--- src/rtl/video_pkg.sv ---
// Shared video definitions: hve bit positions, hve bundle type and scheduler FSM states.
`default_nettype none

package video_pkg;

  localparam int HVE_HSYNC = 2;
  localparam int HVE_VSYNC = 1;
  localparam int HVE_DE    = 0;

  typedef logic [2:0] hve_t;

  typedef enum logic [1:0] {
    ST_IDLE   = 2'd0,
    ST_SETTLE = 2'd1,
    ST_SYNC   = 2'd2,
    ST_RUN    = 2'd3
  } sched_state_e;

  // Counter width able to hold 0..n-1, never narrower than one bit.
  function automatic int cnt_w(input int n);
    return (n > 1) ? $clog2(n) : 1;
  endfunction

endpackage

`default_nettype wire

--- src/rtl/hve_delay_line.sv ---
// Fixed-depth shift register carrying hve plus the running flag so both stay pixel aligned.
`default_nettype none

module hve_delay_line
  import video_pkg::*;
#(
  parameter int DEPTH = 4
) (
  input  logic clk_i,
  input  logic rst_i,
  input  hve_t hve_i,
  input  logic run_i,
  output hve_t hve_o,
  output logic run_o
);

  logic [3:0] stage_q [DEPTH];

  always_ff @(posedge clk_i or posedge rst_i) begin
    if (rst_i) begin
      for (int s = 0; s < DEPTH; s++) begin
        stage_q[s] <= '0;
      end
    end else begin
      stage_q[0] <= {hve_i, run_i};
      for (int s = 1; s < DEPTH; s++) begin
        stage_q[s] <= stage_q[s-1];
      end
    end
  end

  assign hve_o = stage_q[DEPTH-1][3:1];
  assign run_o = stage_q[DEPTH-1][0];

endmodule

`default_nettype wire

--- src/rtl/frame_scheduler.sv ---
// Brings up the pixel pipeline after PLL lock, gates DE on frame boundaries and
// schedules the test pattern index, changing it only at vsync rises.
`default_nettype none

module frame_scheduler
  import video_pkg::*;
#(
  parameter int PIPE_LATENCY       = 4,
  parameter int LOCK_SETTLE        = 1024,
  parameter int NUM_PATTERNS       = 4,
  parameter int FRAMES_PER_PATTERN = 120,
  parameter int PAT_W              = 2
) (
  input  logic             hdmi_clk,
  input  logic             reset,
  input  logic             i_lock,
  input  logic [2:0]       i_hve,
  input  logic             i_hold,
  input  logic             i_next,
  output logic [2:0]       o_hve,
  output logic [PAT_W-1:0] o_pattern,
  output logic             o_pattern_stb,
  output logic             o_running
);

  localparam int SETTLE_W = cnt_w(LOCK_SETTLE);
  localparam int FRAME_W  = cnt_w(FRAMES_PER_PATTERN);
  localparam logic [SETTLE_W-1:0] SETTLE_LAST = SETTLE_W'(LOCK_SETTLE - 1);
  localparam logic [FRAME_W-1:0]  FRAME_LAST  = FRAME_W'(FRAMES_PER_PATTERN - 1);
  localparam logic [PAT_W-1:0]    PAT_LAST    = PAT_W'(NUM_PATTERNS - 1);

  sched_state_e        state_q, state_d;
  logic [SETTLE_W-1:0] settle_q, settle_d;
  logic [FRAME_W-1:0]  frame_q, frame_d;
  logic [PAT_W-1:0]    pattern_q, pattern_d;
  logic                stb_q, stb_d;
  logic                pending_q, pending_d;
  logic                vsync_q;

  logic fb;
  logic frame_wrap;
  logic advance;
  hve_t dly_hve;
  logic dly_run;

  assign fb = i_hve[HVE_VSYNC] & ~vsync_q;

  always_comb begin
    state_d    = state_q;
    settle_d   = settle_q;
    frame_d    = frame_q;
    pattern_d  = pattern_q;
    stb_d      = 1'b0;
    pending_d  = pending_q | i_next;
    frame_wrap = (frame_q == FRAME_LAST);
    advance    = 1'b0;

    case (state_q)
      ST_IDLE: begin
        settle_d = '0;
        if (i_lock) state_d = ST_SETTLE;
      end
      ST_SETTLE: begin
        if (settle_q == SETTLE_LAST) begin
          settle_d = '0;
          state_d  = ST_SYNC;
        end else begin
          settle_d = settle_q + 1'b1;
        end
      end
      ST_SYNC: begin
        if (fb) begin
          state_d = ST_RUN;
          frame_d = '0;
        end
      end
      ST_RUN: begin
        if (fb) begin
          frame_d = frame_wrap ? '0 : frame_q + 1'b1;
          // A same-cycle i_next is folded in so it is consumed at this boundary.
          advance = (frame_wrap & ~i_hold) | pending_q | i_next;
        end
      end
      default: state_d = ST_IDLE;
    endcase

    if (advance) begin
      pattern_d = (pattern_q == PAT_LAST) ? '0 : pattern_q + 1'b1;
      stb_d     = 1'b1;
      pending_d = 1'b0;
    end

    if (!i_lock) begin
      state_d  = ST_IDLE;
      settle_d = '0;
    end
  end

  always_ff @(posedge hdmi_clk or posedge reset) begin
    if (reset) begin
      state_q   <= ST_IDLE;
      settle_q  <= '0;
      frame_q   <= '0;
      pattern_q <= '0;
      stb_q     <= 1'b0;
      pending_q <= 1'b0;
      vsync_q   <= 1'b0;
    end else begin
      state_q   <= state_d;
      settle_q  <= settle_d;
      frame_q   <= frame_d;
      pattern_q <= pattern_d;
      stb_q     <= stb_d;
      pending_q <= pending_d;
      vsync_q   <= i_hve[HVE_VSYNC];
    end
  end

  hve_delay_line #(
    .DEPTH (PIPE_LATENCY)
  ) u_delay (
    .clk_i (hdmi_clk),
    .rst_i (reset),
    .hve_i (i_hve),
    .run_i (state_q == ST_RUN),
    .hve_o (dly_hve),
    .run_o (dly_run)
  );

  // Syncs always pass; DE is qualified by the running flag from the same pipe slot.
  always_comb begin
    o_hve            = '0;
    o_hve[HVE_HSYNC] = dly_hve[HVE_HSYNC];
    o_hve[HVE_VSYNC] = dly_hve[HVE_VSYNC];
    o_hve[HVE_DE]    = dly_hve[HVE_DE] & dly_run;
  end

  assign o_pattern     = pattern_q;
  assign o_pattern_stb = stb_q;
  assign o_running     = (state_q == ST_RUN);

endmodule

`default_nettype wire

--- config.mk ---
export PLATFORM = sky130hd
export DESIGN_NAME = frame_scheduler
export DESIGN_NICKNAME = d
export VERILOG_FILES = /design/src/rtl/video_pkg.sv /design/src/rtl/hve_delay_line.sv /design/src/rtl/frame_scheduler.sv
export SDC_FILE = /design/constraint.sdc
export NUM_CORES = 1
export LEC_CHECK = 0
export ABC_AREA = 1
export BUFFER_PORTS_ARGS = -buffer_cell sky130_fd_sc_hd__buf_2
export CAP_MARGIN = 20
export CORE_ASPECT_RATIO = 1.2
export CORE_UTILIZATION = 30
export CTS_BUF_LIST = sky130_fd_sc_hd__clkbuf_4 sky130_fd_sc_hd__clkbuf_8
export DETAILED_ROUTE_END_ITERATION = 16
export HOLD_SLACK_MARGIN = 0.1
export PLACE_DENSITY = 0.58
export SLEW_MARGIN = 40
export SYNTH_ARGS = -nofsm -noshare
export SYNTH_HDL_FRONTEND = slang
export SYNTH_HIERARCHICAL = 1
export SYNTH_SLANG_ARGS = --single-unit
--- constraint.sdc ---
create_clock -name hdmi_clk -period 1.6 [get_ports hdmi_clk]
set_clock_uncertainty 0.05 [all_clocks]
set_input_delay 0.24 -clock hdmi_clk [delete_from_list [all_inputs] [get_ports hdmi_clk]]
set_output_delay 0.24 -clock hdmi_clk [all_outputs]
set_load 0.03 [all_outputs]
# Word level (Yosys, flattened, before mapping)

Index checks and enable logic that the tools add are counted.
W data, S select, Z words.

Add/subtract/negate cells: 3
Equal/unequal tests: 12
Multiplexer cells: 16
Bitwise operators: 8
Reductions and logical operators: 4

Operator list:

| cell                    | count |
|---|---|
| $mux W7                 | 3 |
| $mux W10                | 2 |
| $pmux W10 S2            | 1 |
| $pmux W7 S2             | 1 |
| $add A10 B1 Y10 const B | 1 |
| $eq A10 B10 Y1 const B  | 1 |
| $mux W2                 | 4 |
| $add A7 B1 Y7 const B   | 1 |
| $eq A7 B7 Y1 const B    | 1 |
| $eq A2 B2 Y1 const B    | 3 |
| $ne A3 B3 Y1 const B    | 2 |
| $pmux W2 S3             | 1 |
| $reduce_and A3 Y1       | 2 |
| $mux W1                 | 4 |
| $ne A2 B2 Y1 const B    | 2 |
| $ne A4 B1 Y1 const B    | 1 |
| $and A1 B1 Y1           | 3 |
| $ne A3 B1 Y1 const B    | 1 |
| $or A1 B1 Y1            | 3 |
| $add A2 B1 Y2 const B   | 1 |
| $eq A2 B1 Y1 const B    | 1 |
| $logic_not A2 Y1        | 1 |
| $not A1 Y1              | 2 |
| $reduce_bool A2 Y1      | 1 |

Flip-flop bits (word level): 40
Bits of input ports: 8
Output and inout port bits: 7
Word-level logic and storage cells: 54

# Depth between registers and ports, before layout

Depth after elaboration: 7
Gate-level depth with buffers: 10
Gate-level depth less buffers: 10

# Cells and area by module

Netlist, hierarchy kept.

Modules (own cells, without submodules):

| module          | instances | cells each | area each (µm²) |
|---|---|---|---|
| frame_scheduler | 1         | 177        | 1,417.6 |
| hve_delay_line  | 1         | 20         | 426.7 |

# Worst setup path after synthesis

No wires, ideal clock.

Kind: register to register
Start point: register state_q[0]
End point: register pattern_q[0] (netlist: o_pattern[0])
Arrival time: 1,355 ps
Data required time: 1,432 ps
Path slack: 77 ps
Stages on the path, launching flop included: 7
Clock period less this slack: 1,523 ps
Cells stage by stage: dfrtp_1 ha_1 inv_2 nor2_1 nand2_2 nand2_1 nand2_1

Cells in the longest elaborated chain, start to end: 2

RTL lines:

| what                   | line                   | text |
|---|---|---|
| start, declared        | frame_scheduler.sv:32  | `sched_state_e state_q, state_d;` |
| start signal, assigned | frame_scheduler.sv:109 | `state_q <= state_d;` |
| $eq A2 B2 Y1           | -                      |  |
| named net o_running    | frame_scheduler.sv:23  | `output logic o_running` |
| $mux W1                | frame_scheduler.sv:58  | `case (state_q)` |
| end signal, assigned   | frame_scheduler.sv:112 | `pattern_q <= pattern_d;` |
| end, declared          | frame_scheduler.sv:35  | `logic [PAT_W-1:0] pattern_q, pattern_d;` |

The timed path passes the listed nets, and every way through them passes these cells.
A chain may end at the register's enable or synchronous reset.

# Final worst setup path

Start point: register state_q[0]
End point: output port o_running

Cells in the longest elaborated chain, start to end: 1

RTL lines:

| what          | line                   | text |
|---|---|---|
| $eq A2 B2 Y1  | frame_scheduler.sv:140 | `assign o_running = (state_q == ST_RUN);` |
| end, declared | frame_scheduler.sv:23  |  |

Every way passes these cells.

==> impl_metrics.py <==
metrics = {
    "run_status": {
        "status": "finished clean",
    },
    "timing": {
        "setup_tns_ns": 0,
        "finalCriticalPeriod_ns": 1.54,
        "fmax_mhz": 650,
        "hold_ws_ns": 0.111,
        "slew_headroom_pct": 62.0,
        "maxSlewViolCount": 0,
        "finalHoldViolations": 0,
        "setup_viol": 0,
        "period_share_pct": 96.1,
        "max_slew.worst_pin.slew_ns": 0.569,
    },
    "worst_setup_path": {
        "cp.required_ns": 1.31,
        "critPathMaxFanout": 6,
        "cpPeakStageDelay_ns": 0.42,
        "crit_path_cell_trace": "ha_2 > buf_4 > buf_2",
        "path_class": "flop to output pin",
        "crit_path_end_kind": "output pin",
        "start_kind": "flop",
        "cp_data_arrival_time_ns": 1.25,
        "slowest_stage": "dfrtp_1",
    },
    "global_route": {
        "antenna_found_initial": 0,
        "grt_usage_pct": 10.8,
        "grt_pass1_vias": 1303,
        "grt_first_pass_wirelength_mm": 5.40,
        "grt_max_degree": 25,
        "overflow": 0,
    },
    "clock_network": {
        "cts_tree": "yes",
        "clk_latency_ns": 0.29,
        "clockBufferDepth": 2,
        "cts_root_buf": "clkbuf_8",
        "cts.sinks": 40,
        "cts_inserted_buffers": 5,
        "cts-htree-levels": 2,
        "cts.clk_slew.worst_paths_ns": 0.08,
    },
    "layout": {
        "drive_above_1_share_pct": 22.8,
        "antennaDiodeCount": 0,
        "final_cell_area_um2": 2200,
        "layout.nets": 238,
        "syn2layout_area_growth_pct": 19.1,
        "nFillCells": 608,
        "final_cells": 304,
    },
    "place": {
        "dpl_cell_area_um2": 2010,
        "post-place-cells": 290,
        "hpwl_mm": 2.14,
        "portBuffers": 14,
        "place.gp.congestion": 0.849,
    },
    "drt": {
        "initialDrtViolationCount": 83,
        "antenna_left": 0,
        "drtPass1Iterations": 4,
        "drcViolationCount": 0,
        "finalWirelength_mm": 2.91,
        "wl_per_cell_um": 9.58,
        "via_per_inst": 4.22,
        "via_count": 1283,
    },
    "logic_synthesis": {
        "synthDistinctLibCells": 27,
        "postSynthCellCount": 197,
        "synth_area_um2": 1840,
        "yosys.area_share.simple_pct": 26.3,
        "synthMuxAreaShare_pct": 0,
        "synth_xor_area_share_pct": 0.950,
        "synth_top_area_share_pct": 54.3,
        "synth.area.top_cells": "dfrtp_1, nand2_1, inv_1",
        "synth_flop_cell": "dfrtp_1",
        "synth_compound_area_share_pct": 6.24,
        "synth.largest_area_cell": "dfrtp_1",
        "yosysMostFrequentCell": "nand2_1",
        "synth_top_family_by_area": "simple AND/OR/NAND/NOR gates",
        "synth_edf_count": 0,
        "yosys.area_share.adder_pct": 4.75,
        "synth.ff_latch_count": 40,
        "avgSynthCellArea_um2": 9.36,
        "synth_async_sr_flop_share_pct": 100,
        "yosysWarningCount": 6,
        "ys_seq_area_share_pct": 54.3,
        "yosys-top-cells-count": "nand2_1, dfrtp_1, inv_1, nor2_1, nand3_1",
        "syn-num-nets": 212,
    },
    "power": {
        "p_sw_w": 0.000917,
        "p_comb_share_pct": 24.9,
        "power_w": 0.00281,
        "pwr-share-clk_pct": 29.3,
        "powerDensity_nw_per_um2": 1280,
        "seq_power_share_pct": 45.7,
        "peakVddDrop_mv": 0.564,
        "p_sw_share_pct": 32.6,
        "p_leak_nw": 1.09,
        "p_int_w": 0.00190,
    },
    "floorplanning": {
        "fp.dieW_um": 73.6,
        "dieHeight_um": 87.9,
        "io_pins": 15,
        "fp.coreArea_um2": 5780,
        "die_area_um2": 6470,
        "num_rows": 30,
        "initial_core_util_pct": 31.9,
    },
    "flow_run": {
        "max_cap_violations": 0,
    },
    "min_path": {
        "hp-class": "input pin to flop",
    },
}
==> state kept, by name, indices dropped and copies added, names as in the netlist, 2 cells and up <==
name	cells
settle_q	10
frame_q	7
u_delay/stage_q	12
u_delay/hve_o	3
state_q	2
o_pattern	2
==> power by group through the flow <==
stage	logic, W	clock network, W	registers, W
global placement	0.000644	0	0.00130
global route	0.000809	0.000899	0.00131
floorplan	0.000469	0	0.00132
finish	0.000702	0.000825	0.00129
detailed placement	0.000653	0	0.00130
CTS	0.000660	0.000862	0.00128
==> layout make-up <==
cell class | count | area (um2) | share of cell area (%)
Sequential cell | 40 | 1000 | 45.6
Multi-Input combinational cell | 123 | 719 | 32.7
Timing Repair Buffer | 22 | 140 | 6.38
Inverter | 31 | 120 | 5.47
Tap cell | 80 | 100 | 4.56
Clock buffer | 5 | 68.8 | 3.13
Clock inverter | 3 | 47.5 | 2.16
==> layer usage <==
layer	routed length, um	GRT usage, %
met1	1310	12.7
met5	0	0
met4	36	3.67
met3	87	3.11
met2	1480	18.8
==> worst paths after layout <==
path	from	to	slack [ns]	cells after the start
min in group asynchronous	reset	frame_q[4]$_DFFE_PP0P_	0.50	4
max in group asynchronous	reset	u_delay/stage_q[14]$_DFF_PP0_	0.62	3
min reg2reg	u_delay/stage_q[12]$_DFF_PP0_	u_delay/stage_q[8]$_DFF_PP0_	0.30	0
max	state_q[0]$_DFFE_PP0P_	o_running	0.06	3
min	i_next	pending_q$_DFF_PP0_	0.11	3
max reg2reg	state_q[1]$_DFFE_PP0P_	settle_q[4]$_DFFE_PP0P_	0.14	7
==> cells by family (layout without fill, tap and decap cells) <==
group | count (synthesis) | count (layout)
simple gates | 96 | 96
flops | 40 | 40
xor+xnor | 2 | 2
compound gates | 18 | 18
buf+inv | 34 | 61
fa+ha+maj | 7 | 7
==> what timing repair did <==
| action | 4_1_cts | 5_1_grt |
|---|---|---|
| setup buffers | 0 | 2 |
| gates resized for setup | 0 | 7 |
| hold buffers | 4 | 0 |
| endpoints found under the hold margin | 44 | 0 |
| endpoints found under the setup margin | 0 | 16 |
==> cell usage in the layout, fill, tap and decap left out, drive strengths merged <==
cell type / n
nand3: 17
nand3b: 2
xor2: 2
nor2: 20
clkinv: 2
a21oi: 6
o21bai: 2
clkbuf: 5
clkinvlp: 1
buf: 18
nand4: 4
a31oi: 1
dfrtp: 40
o21ai: 8
ha: 7
a22o: 1
nand2: 52
dlygate4sd3: 4
inv: 30
bufinv: 1
nor3: 1
==> metrics by stage <==
step	util (%)	worst slack, ns
after floorplan	-	0.0768
after global placement	34.7	0.142
after detailed placement	34.7	0.139
after CTS	37.4	0.00750
after global routing	38.0	-0.000201
final	38.0	0.0620
==> critical path: cells and delay by family, from the launching register on <==
kind / cells / cell delay (ns)
flops: 1 / 0.42
buf+inv: 2 / 0.32
fa+ha+maj: 1 / 0.21
(Power assumes the default switching activity.)
